--- src/rtl/cam_match_encoder.sv ---
// rtl/cam_match_encoder.sv - CAM match-vector capture, priority encoder and result FIFO
module cam_match_encoder #(
    parameter int ROWS       = 16,
    parameter int FIFO_DEPTH = 4,
    parameter int AW         = $clog2(ROWS),
    parameter int CW         = $clog2(ROWS + 1)
) (
    input  logic            clk,
    input  logic            rst_n,
    input  logic [ROWS-1:0] match_in,
    input  logic            match_valid,
    output logic            in_ready,
    output logic            out_valid,
    input  logic            out_ready,
    output logic            out_hit,
    output logic            out_multi,
    output logic [AW-1:0]   out_addr,
    output logic [CW-1:0]   out_count,
    output logic            overflow,
    input  logic            clr_ovf,
    output logic [15:0]     srch_cnt
);

    localparam int PW = $clog2(FIFO_DEPTH);
    localparam int FW = $clog2(FIFO_DEPTH + 1);
    localparam logic [FW:0] DEPTH_V = (FW + 1)'(FIFO_DEPTH);

    logic            s1_valid;
    logic [ROWS-1:0] s1_vec;
    logic [PW-1:0]   wr_ptr;
    logic [PW-1:0]   rd_ptr;
    logic [FW-1:0]   fcnt;
    logic [FW:0]     occ;

    logic            mem_hit   [FIFO_DEPTH];
    logic            mem_multi [FIFO_DEPTH];
    logic [AW-1:0]   mem_addr  [FIFO_DEPTH];
    logic [CW-1:0]   mem_count [FIFO_DEPTH];

    logic            enc_hit;
    logic            enc_multi;
    logic [AW-1:0]   enc_addr;
    logic [CW-1:0]   enc_count;

    logic            accept;
    logic            drop;
    logic            push;
    logic            pop;

    // Counting the stage-1 slot as occupied keeps the FIFO from ever overfilling.
    assign occ      = {1'b0, fcnt} + {{FW{1'b0}}, s1_valid};
    assign in_ready = occ < DEPTH_V;
    assign accept   = match_valid & in_ready;
    assign drop     = match_valid & ~in_ready;
    assign push     = s1_valid;
    assign out_valid = (fcnt != '0);
    assign pop      = out_valid & out_ready;

    always_comb begin
        enc_addr  = '0;
        enc_count = '0;
        for (int i = ROWS - 1; i >= 0; i--) begin
            if (s1_vec[i]) begin
                enc_addr = AW'(i);
            end
            enc_count = enc_count + CW'(s1_vec[i]);
        end
        enc_hit   = |s1_vec;
        enc_multi = enc_count > CW'(1);
    end

    always_ff @(posedge clk or negedge rst_n) begin
        if (!rst_n) begin
            s1_valid <= 1'b0;
            s1_vec   <= '0;
        end else begin
            s1_valid <= accept;
            if (accept) begin
                s1_vec <= match_in;
            end
        end
    end

    always_ff @(posedge clk or negedge rst_n) begin
        if (!rst_n) begin
            wr_ptr <= '0;
            rd_ptr <= '0;
            fcnt   <= '0;
            for (int i = 0; i < FIFO_DEPTH; i++) begin
                mem_hit[i]   <= 1'b0;
                mem_multi[i] <= 1'b0;
                mem_addr[i]  <= '0;
                mem_count[i] <= '0;
            end
        end else begin
            if (push) begin
                mem_hit[wr_ptr]   <= enc_hit;
                mem_multi[wr_ptr] <= enc_multi;
                mem_addr[wr_ptr]  <= enc_addr;
                mem_count[wr_ptr] <= enc_count;
                wr_ptr            <= wr_ptr + 1'b1;
            end
            if (pop) begin
                rd_ptr <= rd_ptr + 1'b1;
            end
            case ({push, pop})
                2'b10:   fcnt <= fcnt + 1'b1;
                2'b01:   fcnt <= fcnt - 1'b1;
                default: fcnt <= fcnt;
            endcase
        end
    end

    always_ff @(posedge clk or negedge rst_n) begin
        if (!rst_n) begin
            overflow <= 1'b0;
            srch_cnt <= '0;
        end else begin
            if (drop) begin
                overflow <= 1'b1;
            end else if (clr_ovf) begin
                overflow <= 1'b0;
            end
            if (accept) begin
                srch_cnt <= srch_cnt + 16'd1;
            end
        end
    end

    assign out_hit   = mem_hit[rd_ptr];
    assign out_multi = mem_multi[rd_ptr];
    assign out_addr  = mem_addr[rd_ptr];
    assign out_count = mem_count[rd_ptr];

endmodule

--- config.mk ---
export PLATFORM = sky130hd
export DESIGN_NAME = cam_match_encoder
export DESIGN_NICKNAME = d
export VERILOG_FILES = /design/src/rtl/cam_match_encoder.sv
export SDC_FILE = /design/constraint.sdc
export NUM_CORES = 1
export LEC_CHECK = 0
export ABC_AREA = 1
export BUFFER_PORTS_ARGS = -buffer_cell sky130_fd_sc_hd__buf_2
export CORE_AREA = 2 2 88 90
export DETAILED_ROUTE_END_ITERATION = 10
export DIE_AREA = 0 0 90 92
export PLACE_DENSITY = 0.8
export SYNTH_ARGS = -nofsm -noshare
export SYNTH_HDL_FRONTEND = slang
export SYNTH_SLANG_ARGS = --single-unit
--- constraint.sdc ---
create_clock -name clk -period 9.15 [get_ports clk]
set_input_delay 1.3725 -clock clk [delete_from_list [all_inputs] [get_ports clk]]
set_output_delay 1.3725 -clock clk [all_outputs]
set_load 0.01 [all_outputs]
Word-level counts from Yosys, hierarchy flattened:

Index checks and enable logic that the tools add are counted.

* add/subtract/negate cells: 21
* order comparisons: 5
* equality and inequality tests: 2
* muxes and demuxes: 41
* bitwise logic cells: 6
* reductions and logical operators: 5

Operator list (count)
* two-way mux 4 bit: 19
* adder 5 x 1 -> 5 bit: 11
* bitwise mux 20 bit: 1
* adder 16 x 1 -> 16 bit (second input constant): 1
* bitwise mux 16 bit: 1
* OR reduction 16 bit: 1
* two-way mux 5 bit: 3
* binary-select mux 5 bit (select 2 bit): 1
* demux 5 bit (select 2 bit): 1
* adder 3 x 1 -> 4 bit: 2
* binary-select mux 4 bit (select 2 bit): 1
* bitwise mux 4 bit: 2
* demux 4 bit (select 2 bit): 1
* two-way mux 1 bit: 7
* greater-or-equal comparator 3 bit (second input constant): 2
* NOT 2 -> 3 bit: 2
* case mux 3 bit (2 select lines): 1
* adder 4 x 1 -> 5 bit: 1
* > comparator 5 x 1 -> 1 bit (second input constant): 1
* adder 2 x 1 -> 2 bit (second input constant): 2
* binary-select mux 1 bit (select 2 bit): 2
* < comparator 4 x 3 -> 1 bit (second input constant): 1
* nonzero test 2 bit: 2
* adder 2 x 1 -> 3 bit: 1
* 11 further kinds: 13

* bits in registers: 85
* output and inout bits: 30
* word-level logic and storage cells: 103

Logic depth before layout (Yosys ltp):

* word-level depth: 17
* mapped depth: 17
* depth with buffers taken out: 17

Least setup slack after synthesis:

No wires, ideal clock.

* kind: reg2reg
* start point: reg s1_vec[0]
* end point: reg mem_multi[0] (netlist bit)
* setup time: 137 ps
* data arrival time: 3627 ps
* data required time: 9013 ps
* slack: 5386 ps
* cell stages (with the launch flop): 13
* clock period less this slack: 3764 ps
* cells stage by stage: dfrtp_1 -> fa_1 -> inv_1 -> fa_1 -> fa_1 -> fa_1 -> inv_1 -> ha_1 -> fa_1 -> nand2_1 -> a21boi_0 -> nor3_1 -> a31oi_1

* word-level cells in the longest chain between the ends: 3

RTL lines
* from (decl): line 29 `logic [ROWS-1:0] s1_vec;`
* from (signal assigned): line 79 `s1_vec <= match_in;`
* adder 5 x 1 -> 5 bit: line 66 `enc_count = enc_count + CW'(s1_vec[i]);`
* > comparator 5 x 1 -> 1 bit: line 69 `enc_multi = enc_count > CW'(1);`
* bitwise mux 4 bit: line 98 `mem_multi[wr_ptr] <= enc_multi;`
* to (signal, indexed assignment): line 98
* to (decl): line 36 `logic mem_multi [FIFO_DEPTH];`

No other way between the ends.
A chain may end at the register's enable or synchronous reset.

Worst setup path after layout:

Same ends and word-level chain as after synthesis.

==> impl_metrics.py <==
metrics = {
    "clock_tree": {
        "cts_setup_buffers": 0,
        "clk_pin_slew_worst_paths_ns": 0.07,
        "cts-resized-gates": 0,
        "cts_root_buf": "clkbuf_8",
        "postCtsHoldBufs": 0,
        "cts.sinks": 85,
        "htreeDepth": 3,
        "cts_tree": "yes",
        "numCtsBuffers": 9,
        "cts_buffer_depth": 2,
        "clock_latency_ns": 0.35,
    },
    "layout": {
        "mostFrequentLayoutCells": "nand2_1 (111), dfrtp_1 (85), o21ai_0 (69)",
        "fin_nets": 565,
        "syn_to_final_growth_pct": 11.3,
        "drive_gt1_share_pct": 14.9,
        "antenna-diode-count": 0,
        "layout_commonest_cell": "nand2_1",
    },
    "placed_design": {
        "port_buffers": 50,
        "pre_cts_slack_ns": 5.13,
        "gp_congestion": 0.809,
        "dp.final_hpwl_um": 5950,
    },
    "routing": {
        "vias": 3271,
        "drt_iter0_markers": 176,
        "via_per_inst": 5.22,
        "postRouteAntennaNets": 0,
        "routed_wirelength_um": 8450,
        "drc": 0,
        "wire_per_inst_um": 13.5,
        "first_pass_iters": 4,
    },
    "job": {
        "cap_violations": 0,
    },
    "die": {
        "dieArea_um2": 8280,
        "die_x_um": 90,
        "initial_core_util_pct": 57.1,
        "placementRows": 32,
        "pin_count": 51,
        "design.core.area_um2": 7450,
        "dieHeight_um": 92,
    },
    "yosys": {
        "synth_top_family_by_area": "simple AND/OR/NAND/NOR gates",
        "synthMuxAreaShare_pct": 0,
        "ys_seq_elements": 85,
        "syn_area_per_cell_um2": 8.97,
        "yosysSeqAreaShare_pct": 50.0,
        "synthXorXnorAreaFrac_pct": 4.53,
        "synthSimpleGateAreaFrac_pct": 19.2,
        "synth_fp_nets": 518,
        "synth_adder_area_share_pct": 8.71,
        "syn-cell-area_um2": 4250,
        "yosysUniqueCellTypes": 29,
        "syn_inst": 474,
        "synth_compound_area_share_pct": 10.8,
        "ys_warn_count": 0,
    },
    "worst_setup_path": {
        "startpoint": "s1_vec[0]",
        "start_kind": "register",
        "worstSetupEndpointType": "register",
        "cp-endpoint": "mem_multi[0]",
        "r2r_cells": 12,
        "crit_required_ns": 9.36,
        "r2r-end": "mem_multi[0]",
        "path_class": "register to register",
        "r2r_start": "s1_vec[0]",
        "cp.arrival_ns": 4.24,
        "r2r_slack_ns": 5.12,
        "critPathMaxFanout": 5,
    },
    "timing": {
        "rsz0062_at_grt": "no",
        "maxSlewViolCount": 0,
        "slew_headroom_pct": 31.6,
        "fmax_ghz": 0.248,
        "fin_skew_ns": 0.0108,
        "period_needed_ns": 4.03,
        "finalSetupViolations": 0,
        "setup_ws_ns": 5.12,
        "fin_crit_sh_pct": 44.1,
        "fin_tns_setup_ns": 0,
        "tightest_slew_ns": 1.03,
        "report.final.hold_viol_count": 0,
    },
    "outcome": {
        "status": "complete, no violations",
    },
    "global_route": {
        "grt_max_degree": 86,
        "grt_pass1_vias": 3269,
        "top_usage_layer": "met2",
        "antenna_found_initial": 0,
        "grt_use_total_pct": 22.1,
        "grt_pass1_wl_um": 14900,
        "use_met3_pct": 3.86,
        "grt-ovfl-total": 0,
        "use_met2_pct": 36.0,
        "grtUsageMet1_pct": 30.4,
    },
    "hold_path": {
        "hp-class": "register to register",
        "holdPathStages": 1,
    },
}
-- how the worst min path moves through the flow --
stage                               to  slack, ns         start
final                     srch_cnt[15]       0.46  srch_cnt[15]
after global routing        mem_hit[1]       0.49    mem_hit[1]
after CTS                 srch_cnt[15]       0.47  srch_cnt[15]
after detailed placement  srch_cnt[15]       0.46  srch_cnt[15]
after global placement    srch_cnt[15]       0.45  srch_cnt[15]
after floorplan           mem_count[9]       0.44  mem_count[9]
-- per-stage QoR --
stage	hold slack [ns]	util, %	instances	area [um^2]
floorplan	0.444	-	474	4250
global placement	0.454	61.4	612	4570
detailed placement	0.457	61.4	612	4570
CTS	0.467	63.6	627	4730
global route	0.487	63.6	627	4730
finish	0.459	63.6	627	4730
-- final cells by class --
class                   instances  area (um^2)
clock buffers                  11          141
clock inverters                 4         23.8
fillers                       655         2710
inverters                      58          218
multi-input cells             316         1840
flip-flops and latches         85         2130
well taps                     102          128
repair buffers                 51          260
-- sequential cells by signal (all words and copies together), names as in the netlist --
name,count
push,1
wr_ptr,2
s1_vec,16
srch_cnt,16
mem_hit,4
rd_ptr,2
mem_addr,16
overflow,1
mem_multi,4
mem_count,20
fcnt,3
-- per-layer routing --
| metal | vias to the layer above | share of wire (%) |
|---|---|---|
| met5 | - | 0 |
| met4 | 0 | 1.5 |
| met3 | 13 | 5.5 |
| met2 | 90 | 48 |
| met1 | 1564 | 45 |
| li1 | 1604 | - |
-- cells in the mapped netlist --
library cell | n | area [um^2]
a21boi_0 | 1 | 7.51
xor2_1 | 20 | 175
nand3b_4 | 1 | 20.0
a31oi_1 | 4 | 25.0
clkbuf_1 | 13 | 48.8
nand4_1 | 2 | 12.5
dfrtp_1 | 85 | 2130
and2_1 | 2 | 12.5
o21ai_0 | 69 | 345
nor4_1 | 1 | 6.26
nor2_1 | 35 | 131
nand3_1 | 19 | 95.1
buf_6 | 2 | 22.5
fa_1 | 11 | 220
o22ai_1 | 12 | 75.1
ha_1 | 12 | 150
a21oi_1 | 1 | 5.00
xnor2_1 | 2 | 17.5
nand2_1 | 111 | 417
nor2_4 | 1 | 11.3
nor3b_2 | 1 | 12.5
inv_1 | 56 | 210
nor3_1 | 2 | 10.0
nor3b_4 | 1 | 18.8
nor3_2 | 3 | 30.0
clkinv_1 | 1 | 3.75
inv_2 | 1 | 3.75
nand2_2 | 3 | 18.8
nand3_2 | 2 | 20.0
-- logic make-up (layout without fill, tap and decap cells) --
kind of cell	after synthesis	in the layout
DFF	85	85
adders and majority gates	23	23
AOI/OAI and AO/OA	87	87
xor gates and xnor gates	22	22
and+or+nand+nor	184	184
buffers and inverters	73	124
-- worst max-delay path: stages (launching register included) --
cell	delay, ns
dfrtp_1	0.40
fa_1	0.54
inv_1	0.06
fa_1	0.53
fa_1	0.43
fa_1	0.49
inv_1	0.04
ha_1	0.20
fa_1	0.41
nand2_1	0.08
a21boi_0	0.17
nor3_1	0.39
a31oi_1	0.15
Power is not shown: default switching activity piles up to over one toggle a cycle in this logic, so the estimate is an artifact.
